--- src/rtl/dtree_pkg.sv ---
// Shared constants, FSM state encoding and feature-slot addressing for the
// decision-tree sample loader.
package dtree_pkg;

  localparam int unsigned N_FEAT = 6;
  localparam int unsigned FEAT_W = 8;
  localparam int unsigned CLS_W  = 2;

  typedef enum logic [1:0] {
    LOAD    = 2'd0,
    SETTLE  = 2'd1,
    RESULT  = 2'd2,
    DISCARD = 2'd3
  } state_t;

  // Bit offset of feature slot i inside the packed feature vector.
  function automatic int unsigned feat_slot(input int unsigned i,
                                            input int unsigned w = FEAT_W);
    return i * w;
  endfunction

endpackage

--- src/rtl/dtree_sample_loader.sv ---
// Byte-serial feature loader for the combinational decision-tree classifier:
// assembles one sample, holds it stable for a settle window, captures the
// class and hands it out over a valid/ready result port.
module dtree_sample_loader #(
  parameter int unsigned N_FEAT = dtree_pkg::N_FEAT,
  parameter int unsigned FEAT_W = dtree_pkg::FEAT_W,
  parameter int unsigned CLS_W  = dtree_pkg::CLS_W,
  parameter int unsigned SETTLE = 3,
  parameter int unsigned CNT_W  = 16
) (
  input  logic                     clk,
  input  logic                     rst_n,
  input  logic                     s_valid,
  input  logic [FEAT_W-1:0]        s_data,
  input  logic                     s_last,
  output logic                     s_ready,
  output logic [N_FEAT*FEAT_W-1:0] feat,
  input  logic [CLS_W-1:0]         cls_in,
  output logic                     m_valid,
  output logic [CLS_W-1:0]         m_class,
  input  logic                     m_ready,
  output logic [CNT_W-1:0]         smp_cnt,
  output logic [CNT_W-1:0]         err_cnt,
  output logic                     err_pulse
);

  import dtree_pkg::*;

  localparam int unsigned IDX_W = (N_FEAT > 1) ? $clog2(N_FEAT) : 1;
  localparam int unsigned SCW   = (SETTLE > 1) ? $clog2(SETTLE) : 1;
  localparam logic [IDX_W-1:0] LAST_IDX    = IDX_W'(N_FEAT - 1);
  localparam logic [SCW-1:0]   SETTLE_INIT = SCW'(SETTLE - 1);

  state_t           state, next_state;
  logic [IDX_W-1:0] idx;
  logic [SCW-1:0]   settle_cnt;

  logic beat;
  logic load_wr, idx_inc, idx_clr, frame_err;
  logic settle_ld, settle_dec, capture, deliver;

  // The parameter SETTLE hides the imported state label, so it is qualified.
  assign s_ready = (state == LOAD) || (state == DISCARD);
  assign beat    = s_valid && s_ready;

  // State register.
  always_ff @(posedge clk or negedge rst_n) begin
    if (!rst_n) state <= LOAD;
    else        state <= next_state;
  end

  // Next-state decode and per-cycle datapath controls.
  always_comb begin
    next_state = state;
    load_wr    = 1'b0;
    idx_inc    = 1'b0;
    idx_clr    = 1'b0;
    frame_err  = 1'b0;
    settle_ld  = 1'b0;
    settle_dec = 1'b0;
    capture    = 1'b0;
    deliver    = 1'b0;
    case (state)
      LOAD: begin
        if (beat) begin
          load_wr = 1'b1;
          if (idx == LAST_IDX) begin
            idx_clr = 1'b1;
            if (s_last) begin
              settle_ld  = 1'b1;
              next_state = dtree_pkg::SETTLE;
            end else begin
              frame_err  = 1'b1;
              next_state = DISCARD;
            end
          end else if (s_last) begin
            frame_err = 1'b1;
            idx_clr   = 1'b1;
          end else begin
            idx_inc = 1'b1;
          end
        end
      end
      DISCARD: begin
        if (beat && s_last) begin
          idx_clr    = 1'b1;
          next_state = LOAD;
        end
      end
      dtree_pkg::SETTLE: begin
        if (settle_cnt == '0) begin
          capture    = 1'b1;
          next_state = RESULT;
        end else begin
          settle_dec = 1'b1;
        end
      end
      RESULT: begin
        if (m_ready) begin
          deliver    = 1'b1;
          next_state = LOAD;
        end
      end
      default: next_state = LOAD;
    endcase
  end

  // Slot index, settle timer, result register, counters and error pulse.
  always_ff @(posedge clk or negedge rst_n) begin
    if (!rst_n) begin
      idx        <= '0;
      settle_cnt <= '0;
      m_valid    <= 1'b0;
      m_class    <= '0;
      smp_cnt    <= '0;
      err_cnt    <= '0;
      err_pulse  <= 1'b0;
    end else begin
      if (idx_clr)      idx <= '0;
      else if (idx_inc) idx <= idx + 1'b1;

      if (settle_ld)       settle_cnt <= SETTLE_INIT;
      else if (settle_dec) settle_cnt <= settle_cnt - 1'b1;

      if (capture) begin
        m_class <= cls_in;
        m_valid <= 1'b1;
      end else if (deliver) begin
        m_valid <= 1'b0;
      end

      if (deliver && (smp_cnt != '1))   smp_cnt <= smp_cnt + 1'b1;
      if (frame_err && (err_cnt != '1)) err_cnt <= err_cnt + 1'b1;
      err_pulse <= frame_err;
    end
  end

  // Feature register file; only accepted LOAD beats write it.
  always_ff @(posedge clk or negedge rst_n) begin
    if (!rst_n) begin
      feat <= '0;
    end else if (load_wr) begin
      for (int unsigned i = 0; i < N_FEAT; i++) begin
        if (idx == IDX_W'(i)) feat[feat_slot(i, FEAT_W) +: FEAT_W] <= s_data;
      end
    end
  end

endmodule

--- config.mk ---
export PLATFORM = sky130hd
export DESIGN_NAME = dtree_sample_loader
export DESIGN_NICKNAME = d
export VERILOG_FILES = /design/src/rtl/dtree_pkg.sv /design/src/rtl/dtree_sample_loader.sv
export SDC_FILE = /design/constraint.sdc
export NUM_CORES = 1
export LEC_CHECK = 0
export BUFFER_PORTS_ARGS = -buffer_cell sky130_fd_sc_hd__buf_4
export CAP_MARGIN = 20
export CELL_PAD_IN_SITES_DETAIL_PLACEMENT = 1
export CELL_PAD_IN_SITES_GLOBAL_PLACEMENT = 1
export CORE_UTILIZATION = 38
export DETAILED_ROUTE_END_ITERATION = 12
export PLACE_DENSITY = 0.77
export SLEW_MARGIN = 20
export SYNTH_ARGS = -nofsm -noshare
export SYNTH_HDL_FRONTEND = slang
export SYNTH_SLANG_ARGS = --single-unit
--- constraint.sdc ---
create_clock -name clk -period 2.2 [get_ports clk]
set_input_delay 0.22 -clock clk [delete_from_list [all_inputs] [get_ports clk]]
set_output_delay 0.22 -clock clk [all_outputs]
set_load 0.005 [all_outputs]
-- Word level (Yosys, flattened, before mapping)
Index checks and enable logic that the tools add are counted.
- add/subtract/negate cells: 4
- eq/ne operators: 15
- mux-type cells: 36
- reductions and logical operators: 18
- operator list (cell ; count):
    $add 16x1->16 const B ; 2
    $ne 16x16->1 const B ; 2
    $mux 1 ; 24
    $mux 2 ; 8
    $reduce_and 2->1 ; 6
    $pmux 2 s4 ; 1
    $eq 3x2->1 const B ; 2
    $eq 3x3->1 const B ; 2
    $mux 3 ; 2
    $ne 2x2->1 const B ; 3
    $reduce_bool 2->1 ; 3
    $reduce_and 5->1 ; 1
    $eq 2x2->1 const B ; 2
    $logic_and 1x1->1 ; 4
    $logic_not 2->1 ; 2
    $ne 2x1->1 const B ; 2
    $add 3x1->3 const B ; 1
    $eq 3x1->1 const B ; 1
    $logic_not 3->1 ; 1
    $eq 2x1->1 const B ; 1
    $pmux 1 s2 ; 1
    $sub 2x1->2 const B ; 1
    $logic_or 1x1->1 ; 1
- word-level logic and storage cells: 87
- output and inout port bits: 85
- bits of input ports: 15
- bits in registers: 91

-- Longest topological paths before layout
Gate-level depths: netlist (run 1).
- word-level depth: 7
- depth in mapped cells: 9
- depth with buffers taken out: 8

-- Worst setup path after synthesis (run 1)
No wires, ideal clock.
- kind: register -> register
- start point: register idx[1]
- end point: register err_cnt[15]
- period minus slack after synthesis: 2.182 ns
- path buffers: 0
- setup time: 0.123 ns
- data arrival time: 2.059 ns
- path slack: 0.018 ns
- stages on the path, launching flop included: 9
- data required time: 2.077 ns
- path through: dfrtp_1 -> inv_1 -> ha_1 -> nand2_1 -> ha_1 -> nand4b_4 -> nor4_4 -> or4b_1 -> xnor2_1
- word-level cells in the longest chain between the ends: 5
- ends and longest elaborated chain (item ; line ; RTL):
    start: declaration ; dtree_sample_loader.sv:35 ; logic [IDX_W-1:0] idx;
    start signal: assignment ; dtree_sample_loader.sv:120 ; else if (idx_inc) idx <= idx + 1'b1;
    $eq 3x3->1 ; dtree_sample_loader.sv:67 ; if (idx == LAST_IDX) begin
    $mux 1 ; dtree_sample_loader.sv:67 ;
    $mux 1 ; dtree_sample_loader.sv:65 ; if (beat) begin
    $mux 1 ; dtree_sample_loader.sv:63 ; case (state)
    $logic_and 1x1->1 ; dtree_sample_loader.sv:133 ; if (frame_err && (err_cnt != '1)) err_cnt <= err_cnt + 1'b1;
    end signal: assignment ; dtree_sample_loader.sv:133 ;
    end: declaration ; dtree_sample_loader.sv:23 ; output logic [CNT_W-1:0] err_cnt,
Every way passes these cells.
A chain may end at the register's enable or synchronous reset.

-- Worst setup path after layout (run 1)
- start point: register idx[1]
- end point: register err_cnt[12]
Same word-level chain as after synthesis.

==> reports/qor.txt, run 1 <==
Status -> complete, no violations
Period utilization -> 98.44%
Compound-Gate Fraction of Synth Area -> 2.458%
Async S/R FF share, synth -> 100.0%
CTS Buffer Depth -> 2
Final min period -> 2.166 ns
Actual slew at the worst max-slew pin -> 0.5444 ns
Top_reg_cell synth -> dfrtp_1
Synth Area in Adders -> 4.356%
Design Area, Final -> 0.005253 sq mm
Worst r2r src -> idx[1]
Synth Area in Simple Gates -> 13.25%
Most area-consuming cells after synthesis -> dfrtp_1 57%, mux2_2 15%, ha_1 4.4%
Slew headroom -> 63.43%
Yosys top cell area share -> 56.63%
Port bufs -> 99
Post-synthesis mux area share -> 15.37%
Area leader, netlist -> dfrtp_1
Buffer count from post-CTS setup fixing -> 0
Routed WL -> 9723 microns
Initial core utilization -> 39.13%
Post-Syn Area per Cell -> 12.69 sq um
First-pass GRT wire length -> 16230 microns
Fin. Hold Viols -> 0
Antenna violations before repair -> 0
Clk_lat worst skew -> 0.36 ns
Share of layout cells above drive strength 1 -> 43.41%
Power Density -> 1027 mW/mm^2
Syn_nets -> 346
Number of global-route vias before repair -> 3086
CTS tree -> yes
Die height -> 104.9 microns
Cell Count, Final, Fillers Out -> 576
Synth Cell Area -> 0.004021 sq mm
Worst VDD drop -> 0.3920 mV
Req. time, crit path -> 2.46 ns
HP Class -> in2reg
Crit path buffers/inverters -> 1
CP peak stage delay -> 0.40 ns
Critical path cell sequence -> inv_1 > ha_2 > nand2_2 > ha_4 > nand4b_4 > or2_4 > nor3_2 > mux2_2
Startpoint types -> flip-flop
Crit Path Category -> reg2reg
HP Start -> cls_in[1]
RSZ-0062 raised after global routing -> yes
CTS root buf -> clkbuf_8
Hold EP -> m_class[1]
Synth cell types -> 37
Pin count of the biggest net entering global routing -> 60
CP delay by family, top -> simple AND/OR/NAND/NOR gates
Vias -> 2955
DIE AREA -> 0.01100 sq mm
Combinational family with the most area after synthesis -> multiplexers
Final setup vio count -> 0
Vias/cell -> 5.130
Crit-path max FO -> 6
LEAKAGE -> 2.605 nW
Cts bufs inserted -> 9
Final Power -> 0.005393 W
Core Rows -> 37
Worst R2R End -> err_cnt[12]
Post-Synthesis Cells -> 317
Final ANT Viol Nets -> 0
H-tree levels -> 3
Placed inst area -> 0.005007 sq mm
Router iterations before antenna repair -> 4
Final net count -> 464
GRT Residual Overflow -> 0
Fmax -> 0.4617 GHz
Diodes inserted -> 0
R2R depth -> 8
Number of max-slew violations in the final report -> 0
Seq/Total Area, Yosys -> 56.63%
CP Capture Type -> flip-flop
Synth-to-layout area growth -> 30.62%
Num Clock Sinks -> 91
Placed instance count -> 559
Max-cap viol count -> 0
DRC -> 0
Hold Crit Depth -> 2
Yosys reg bits -> 91
Minimum hold slack -> 0.08763 ns
GR Util All Layers -> 18.80%
Iteration-0 DRC Markers -> 68
Io pins -> 100
RD Place Congestion -> 0.7473
Levels on crit path -> 8
Core Region -> 0.01028 sq mm
Worst path slowest cell -> dfrtp_1
Dpl hpwl -> 7089 microns
Yosys warns -> 0
Clk pin slew, worst setup/hold paths -> 0.09 ns
Xor and xnor area share after synthesis -> 5.881%
Chip Width -> 104.9 microns
Clock Skews -> 0.009048 ns
Crit path DAT -> 2.42 ns
WL/cell -> 16.88 microns
R2R Setup Slk -> 0.03 ns
EDFF count, synth -> 0
area by class of cell:
cell class              instances  area, sq um
well taps                     136        170.2
repair buffers                111        848.3
clock inverters                 6        48.80
inverters                      16        60.06
fillers                      1118         5025
flip-flops and latches         91         2277
multi-input cells             206         1710
clock buffers                  10        137.6
synth_stat cells, drive strengths merged, types with 2 or more instances:
| cell | count |
|---|---|
| nor4 | 9 |
| nand3 | 17 |
| and3 | 2 |
| inv | 16 |
| nand4 | 13 |
| buf | 2 |
| xor2 | 11 |
| and4 | 2 |
| clkbuf | 2 |
| xnor2 | 16 |
| mux2 | 54 |
| nor2 | 8 |
| and2 | 2 |
| nand2 | 24 |
| nor3 | 9 |
| a221o | 2 |
| dfrtp | 91 |
| ha | 14 |
| or4 | 2 |
| or2 | 2 |
| o21ai | 7 |
sequential cells by signal, indices dropped and copies added (netlist names):
signal and count:
err_cnt 16, err_pulse 1, feat 48, idx 3, m_class 2, m_valid 1, settle_cnt 2, smp_cnt 16
state 2
layer usage:
| layer | wire [microns] | global-route usage (%) | share of wire, % | up-vias |
|---|---|---|---|---|
| met5 | 0 | 0 | 0 | - |
| met4 | 73 | 4.527 | 0.75 | 0 |
| met3 | 344 | 4.991 | 3.5 | 5 |
| met2 | 5173 | 32.73 | 53 | 52 |
| met1 | 4131 | 23.19 | 42 | 1546 |
| li1 | - | - | - | 1352 |
cell usage in the layout (no fill, tap or decap), types with 2 or more instances in the layout:
| cell type | synthesis | final |
|---|---|---|
| xor2_1 | 11 | 11 |
| xnor2_1 | 16 | 16 |
| nand2_2 | 0 | 3 |
| mux2_1 | 2 | 2 |
| nand4_1 | 13 | 13 |
| or4_1 | 2 | 2 |
| nand3_1 | 17 | 17 |
| buf_4 | 2 | 109 |
| and4_1 | 2 | 2 |
| nor4_1 | 7 | 6 |
| nor3_1 | 9 | 8 |
| mux2_2 | 52 | 52 |
| clkbuf_8 | 0 | 10 |
| inv_1 | 16 | 16 |
| clkinv_4 | 0 | 2 |
| dfrtp_1 | 91 | 91 |
| and3_1 | 2 | 2 |
| and2_1 | 2 | 2 |
| o21ai_0 | 7 | 7 |
| ha_1 | 14 | 12 |
| nor2_1 | 8 | 8 |
| nor4_4 | 1 | 2 |
| clkinvlp_4 | 0 | 3 |
| nand2_1 | 24 | 21 |
| a221o_1 | 2 | 2 |
metrics by stage:
stage	setup TNS, ns	setup WS [ns]	util [%]
floorplan	0	0.01783	-
global placement	0	0.03970	48.72
detailed placement	-0.04732	-0.03284	48.72
CTS	0	0.02144	50.69
global route	-0.1438	-0.05577	51.11
finish	0	0.03426	51.11
cell families (layout without fill, tap and decap cells):
logic type	after synthesis	in the layout
compound gates	15	15
flops	91	91
fa+ha+maj	14	14
xor+xnor	27	27
simple gates	95	95
buf+inv	20	143
mux	55	55
how the worst max path moves through the flow:
stage,startpoint,to
detailed placement,idx[1],err_cnt[15]
global placement,idx[1],err_cnt[12]
floorplan,idx[1],err_cnt[15]
finish,idx[1],err_cnt[12]
CTS,idx[1],err_cnt[12]
global route,idx[1],err_cnt[12]
what timing repair did:
action	in CTS	in global routing
endpoints found under the hold margin	32	0
gates resized for setup	2	8
cloned	0	0
pin swaps	1	1
hold buffers	1	0
endpoints found under the setup margin	3	20
power by group:
group          leakage, nW  switching, W  internal, W
clock network       0.0851      0.000618     0.000449
registers             1.19      0.000316      0.00212
logic                 1.33      0.000793      0.00109
total                 2.60       0.00173      0.00367
(Power assumes the default switching activity.)
==> run 2: changes to the inputs <==
==> constraint.sdc (replaced) <==
create_clock -name clk -period 2.2 [get_ports clk]
set_input_delay 0.44 -clock clk [delete_from_list [all_inputs] [get_ports clk]]
set_output_delay 0.44 -clock clk [all_outputs]
set_load 0.005 [all_outputs]
==> reports/qor.txt, run 2 (same netlist as run 1, synthesis figures left out) <==
Status -> complete, no violations
Cts bufs inserted -> 9 (unchanged)
Number of global-route vias before repair -> 3109 (+0.75%)
Biggest register -> feat
Utilization after layout -> 50.66% (-0.45 points)
Pin count of the biggest net entering global routing -> 35 (-42%)
Req. time, crit path -> 2.46 ns (about the same)
Hold_buf cts -> 0 (-1)
Placed inst area -> 0.005007 sq mm (unchanged)
Area of the multi-input gates -> 0.001688 sq mm (-1.3%)
Diodes inserted -> 0 (unchanged)
Actual slew at the worst max-slew pin -> 0.4779 ns (-0.06653 ns)
Slew headroom -> 68.05% (+4.6 points)
Power Density -> 1029 mW/mm^2 (+0.20%)
Number of max-slew violations in the final report -> 0 (unchanged)
CTS root buf -> clkbuf_8
Filler cell count -> 1133 (+1.3%)
Iteration-0 DRC Markers -> 46 (-32%)
HP Class -> in2async
Chip Width -> 104.9 microns (unchanged)
Clk pin slew, worst setup/hold paths -> 0.10 ns (about the same)
WL/cell -> 16.59 microns (-1.7%)
Cell Count, Final, Fillers Out -> 574 (-0.35%)
RSZ-0062 raised after global routing -> yes
GRT Residual Overflow -> 0 (unchanged)
CP delay by family, top -> simple AND/OR/NAND/NOR gates
Psw -> 0.001731 W (+0.24%)
Global Route met1 Usage -> 23.17% (about the same)
RD Place Congestion -> 0.7726 (+3.4%)
Max-cap viol count -> 0 (unchanged)
CP peak stage delay -> 0.40 ns (about the same)
Clock Skews -> 0.01293 ns (+0.003882 ns)
Clock share of power -> 19.6% (-0.2 points)
Final setup vio count -> 0 (unchanged)
Design Area, Final -> 0.005206 sq mm (-0.88%)
CP Capture Type -> flip-flop
Fin. Hold Viols -> 0 (unchanged)
Startpoint types -> flip-flop
Period utilization -> 94.98% (-3.5 points)
Share of layout cells above drive strength 1 -> 42.47% (-0.94 points)
Crit path DAT -> 2.35 ns (-0.07 ns)
Die height -> 104.9 microns (unchanged)
Clk_lat worst skew -> 0.37 ns (about the same)
Router iterations before antenna repair -> 4 (unchanged)
Reg area -> 0.002277 sq mm (unchanged)
Num Clock Sinks -> 91 (unchanged)
Met2 Usage GRT -> 32.50% (-0.24 points)
Final net count -> 463 (-0.22%)
Buffer count from post-CTS setup fixing -> 0 (unchanged)
Most frequent cells in the layout -> 109 x buf_4, 91 x dfrtp_1, 52 x mux2_2, 23 x nand2_1, 17 x nand3_1
Sequential Power Share -> 45.5% (+0.2 points)
LEAKAGE -> 2.601 nW (-0.16%)
Placed instance count -> 559 (unchanged)
CTS Buffer Depth -> 2 (unchanged)
Critical path cell sequence -> inv_1 > ha_1 > nand2_2 > ha_4 > nand4b_4 > or2_4 > nor3_2 > mux2_2
Final min period -> 2.089 ns (-0.07628 ns)
Biggest regs -> feat: 48 flops, err_cnt: 16 flops, smp_cnt: 16 flops
M3 GR Usage -> 3.306% (-1.7 points)
Final ANT Viol Nets -> 0 (unchanged)
Crit-path max FO -> 6 (unchanged)
Crit Path Category -> reg2reg
GR Util All Layers -> 18.86% (+0.062 points)
Dpl hpwl -> 7210 microns (+1.7%)
DRC -> 0 (unchanged)
H-tree levels -> 3 (unchanged)
Vias/cell -> 5.084 (-0.91%)
Port bufs -> 99 (unchanged)
CTS tree -> yes
Crit path buffers/inverters -> 1 (unchanged)
Antenna violations before repair -> 0 (unchanged)
First-pass GRT wire length -> 16060 microns (-1.0%)
Core Rows -> 37 (unchanged)
Internal power -> 0.003625 W (-1.1%)
Vias -> 2918 (-1.3%)
Max FFs per register -> 48 (unchanged)
Commonest non-fill, non-tap cell in the layout -> buf_4
Synth-to-layout area growth -> 29.46%
Worst path slowest cell -> dfrtp_1
Io pins -> 100 (unchanged)
Core Region -> 0.01028 sq mm (unchanged)
Initial core utilization -> 39.13% (unchanged)
Comb pwr share -> 35.0% (about the same)
Sw frac -> 32.32% (+0.30 points)
Top Usage Layer GRT -> met2
Final setup TNS -> 0 ns (unchanged)
Worst VDD drop -> 0.3696 mV (-5.7%)
Routed WL -> 9522 microns (-2.1%)
Fmax -> 0.4786 GHz (+3.7%)
DIE AREA -> 0.01100 sq mm (unchanged)
-- run 2: through the flow --
step                hold WS, ns  power (W)  setup slack (ns)
floorplan                0.1444   0.003332           0.01783
global placement         0.4153   0.004256           0.04040
detailed placement       0.4188   0.004370         -0.008086
CTS                    0.002066   0.005447           0.02664
global route            0.02859   0.005730          -0.02423
finish                  0.01279   0.005356            0.1105
-- run 2: what timing repair did --
item / 4_1_cts / 5_1_grt
gates resized for setup: 3 / 2
endpoints found under the setup margin: 2 / 5
pin swaps: 1 / 1
-- run 2: layout make-up --
class                   instances  share of cell area, %
flip-flops and latches         91                  43.74
inverters                      16                  1.154
clock buffers                   9                  2.379
repair buffers                110                  16.10
clock inverters                 6                 0.9373
multi-input cells             206                  32.42
well taps                     136                  3.268
-- run 2: final timing paths --
kind	startpoint	cells past startpoint	end	slack [ns]
max in group asynchronous	rst_n	2	err_cnt[15]	1.60
worst max-delay path	idx[1]	8	err_cnt[12]	0.11
worst min-delay path	rst_n	1	feat[33]	0.01
worst min register to register	m_valid	2	m_valid	0.51
worst max register to register	idx[1]	8	err_cnt[12]	0.11
min in group clk	cls_in[0]	2	m_class[0]	0.30
-- run 2: metal layers --
metal / vias to the layer above / share of wire (%)
li1: 1356 / -
met1: 1499 / 43
met2: 51 / 52
met3: 12 / 3.1
met4: 0 / 1.9
met5: - / 0
-- run 2: power groups by stage --
stage | Combinational [W] | Sequential, W | Clock (W)
after CTS | 0.00191 | 0.00244 | 0.00110
after global routing | 0.00207 | 0.00250 | 0.00116
after global placement | 0.00182 | 0.00243 | 0
after floorplan | 0.000879 | 0.00245 | 0
after detailed placement | 0.00190 | 0.00247 | 0
final | 0.00187 | 0.00243 | 0.00105
==> run 3: changes to the inputs <==
--- a/config.mk
+++ b/config.mk
@@ -12,6 +12,7 @@
 export CORE_UTILIZATION = 38
 export DETAILED_ROUTE_END_ITERATION = 12
 export PLACE_DENSITY = 0.77
+export REMOVE_ABC_BUFFERS = 1
 export SLEW_MARGIN = 20
 export SYNTH_ARGS = -nofsm -noshare
 export SYNTH_HDL_FRONTEND = slang
==> reports/qor.txt, run 3 (same netlist as run 1, synthesis figures left out) <==
Clk pin slew, worst setup/hold paths -> 0.09 ns (about the same)
Dpl hpwl -> 7033 microns (-2.5%)
Fmax -> 0.4822 GHz (+0.75%)
Initial core utilization -> 39.13% (unchanged)
Routed WL -> 9518 microns (about the same)
CTS tree -> yes
Levels on crit path -> 8 (unchanged)
Sw frac -> 31.13% (-1.2 points)
Uppermost layer routed -> met4
Setup ws final -> 0.1261 ns (+0.01559 ns)
Period utilization -> 94.27% (-0.71 points)
Biggest register -> feat
LEAKAGE -> 2.638 nW (+1.4%)
Wire length on met1 -> 4086 microns (+0.34%)
Final net count -> 465 (+0.43%)
Final setup vio count -> 0 (unchanged)
Max-cap viol count -> 0 (unchanged)
Startpoint types -> flip-flop
RSZ-0062 raised after global routing -> no
Power Density -> 1033 mW/mm^2 (+0.41%)
Slew headroom -> 57.52% (-11 points)
R2R depth -> 8 (unchanged)
Met3 WL -> 285 microns (-4.0%)
Chip Width -> 104.9 microns (unchanged)
Final min period -> 2.074 ns (-0.01559 ns)
Design Area, Final -> 0.005269 sq mm (+1.2%)
Worst VDD drop -> 0.4279 mV (+16%)
Pin count of the biggest net entering global routing -> 73 (+110%)
Placed inst area -> 0.005015 sq mm (+0.15%)
Port bufs -> 99 (unchanged)
HP Class -> in2reg
Comb pwr share -> 34.5% (-0.5 points)
Vias/cell -> 5.094 (+0.20%)
Core Rows -> 37 (unchanged)
Minimum hold slack -> 0.3108 ns (+0.2980 ns)
Vias -> 2939 (+0.72%)
Cts bufs inserted -> 9 (unchanged)
Internal power -> 0.003749 W (+3.4%)
Req. time, crit path -> 2.45 ns (about the same)
Antenna violations before repair -> 0 (unchanged)
Worst path slowest cell -> dfrtp_1
Iteration-0 DRC Markers -> 84 (+83%)
Status -> complete, no violations
Commonest non-fill, non-tap cell in the layout -> buf_4
Crit-path max FO -> 5 (-1)
Clk_lat worst skew -> 0.36 ns (about the same)
Clock Skews -> 0.008631 ns (-0.004299 ns)
Number of max-slew violations in the final report -> 0 (unchanged)
Critical path cell sequence -> inv_2 > ha_2 > nand2_2 > ha_4 > nand4b_4 > or2_4 > nor3_4 > mux2_2
GRT Residual Overflow -> 0 (unchanged)
CTS Buffer Depth -> 2 (unchanged)
Max FFs per register -> 48 (unchanged)
CP Capture Type -> flip-flop
Buffer count from post-CTS setup fixing -> 0 (unchanged)
Hold Crit Depth -> 2
Filler cell count -> 1163 (+2.6%)
Length of routed met2 wiring -> 4972 microns (about the same)
Share of layout cells above drive strength 1 -> 43.54% (+1.1 points)
Clock share of power -> 21.0% (+1.4 points)
DIE AREA -> 0.01100 sq mm (unchanged)
CTS root buf -> clkbuf_8
GR Util All Layers -> 18.95% (+0.090 points)
WL/cell -> 16.50 microns (-0.56%)
Number of global-route vias before repair -> 3136 (+0.87%)
Final setup TNS -> 0 ns (unchanged)
Crit Path Category -> reg2reg
Biggest regs -> feat: 48 flops, err_cnt: 16 flops, smp_cnt: 16 flops
RD Place Congestion -> 0.7772 (+0.60%)
Final ANT Viol Nets -> 0 (unchanged)
Io pins -> 100 (unchanged)
Fin. Hold Viols -> 0 (unchanged)
Core Region -> 0.01028 sq mm (unchanged)
Setup WS pre-CTS -> -0.01069 ns (-0.002600 ns)
H-tree levels -> 3 (unchanged)
Sequential Power Share -> 44.6% (-0.9 points)
Psw -> 0.001694 W (-2.1%)
Diodes inserted -> 0 (unchanged)
CP delay by family, top -> simple AND/OR/NAND/NOR gates
Die height -> 104.9 microns (unchanged)
CP peak stage delay -> 0.40 ns (about the same)
Crit path buffers/inverters -> 1 (unchanged)
First-pass GRT wire length -> 16110 microns (+0.30%)
Crit path DAT -> 2.32 ns (-0.03 ns)
Num Clock Sinks -> 91 (unchanged)
Router iterations before antenna repair -> 4 (unchanged)
Actual slew at the worst max-slew pin -> 0.6314 ns (+0.1535 ns)
Most frequent cells in the layout -> 110 x buf_4, 91 x dfrtp_1, 52 x mux2_2, 23 x nand2_1, 17 x nand3_1
Synth-to-layout area growth -> 31.02%
DRC -> 0 (unchanged)
[run 3: final cells by class]
| type | instances | area, sq um | share of cell area [%] |
|---|---|---|---|
| flip-flops and latches | 91 | 2277 | 43.22 |
| multi-input cells | 206 | 1708 | 32.42 |
| repair buffers | 112 | 855.8 | 16.24 |
| well taps | 136 | 170.2 | 3.230 |
| clock buffers | 9 | 123.9 | 2.351 |
| clock inverters | 7 | 73.82 | 1.401 |
| inverters | 16 | 60.06 | 1.140 |
[run 3: per-stage QoR]
stage | cells | total power (W) | util, %
after floorplan | 313 | 0.003319 | -
after global placement | 560 | 0.004260 | 48.79
after detailed placement | 560 | 0.004367 | 48.79
after CTS | 577 | 0.005537 | 51.00
after global routing | 577 | 0.005835 | 51.27
final | 577 | 0.005443 | 51.27
[run 3: worst paths after layout]
check                               start           to  slack [ns]
worst max-delay path               idx[1]  err_cnt[12]        0.13
worst min-delay path            cls_in[0]   m_class[0]        0.31
worst max register to register     idx[1]  err_cnt[12]        0.13
worst min register to register    m_valid      m_valid        0.49
max in group asynchronous           rst_n   smp_cnt[9]        1.02
min in group asynchronous           rst_n     feat[25]        0.51
[run 3: power by group through the flow]
| stage | Sequential, W | Combinational (W) | Clock (W) |
|---|---|---|---|
| 2_1_floorplan | 0.00245 | 0.000866 | 0 |
| 3_3_place_gp | 0.00243 | 0.00183 | 0 |
| 3_5_place_dp | 0.00246 | 0.00191 | 0 |
| 4_1_cts | 0.00243 | 0.00192 | 0.00119 |
| 5_1_grt | 0.00250 | 0.00208 | 0.00125 |
| 6_report | 0.00243 | 0.00188 | 0.00114 |
[run 3: layer usage]
metal	track usage (%)	vias to the layer above
met5	0	-
met4	8.048	0
met3	3.182	11
met2	32.12	52
li1	-	1362
met1	23.93	1514
[run 3: timing repair]
action                                  in CTS  in global routing
endpoints found under the hold margin       19                  0
endpoints found under the setup margin       2                  6
resized for setup                            3                  7
pin swaps                                    1                  1
hold buffers                                 1                  0
[run 3: worst register-to-register path: stages, from the launching register on]
cell and delay (ns):
dfrtp_1 0.40, inv_2 0.06, ha_2 0.17, nand2_2 0.08, ha_4 0.29, nand4b_4 0.14
or2_4 0.30, nor3_4 0.18, mux2_2 0.35
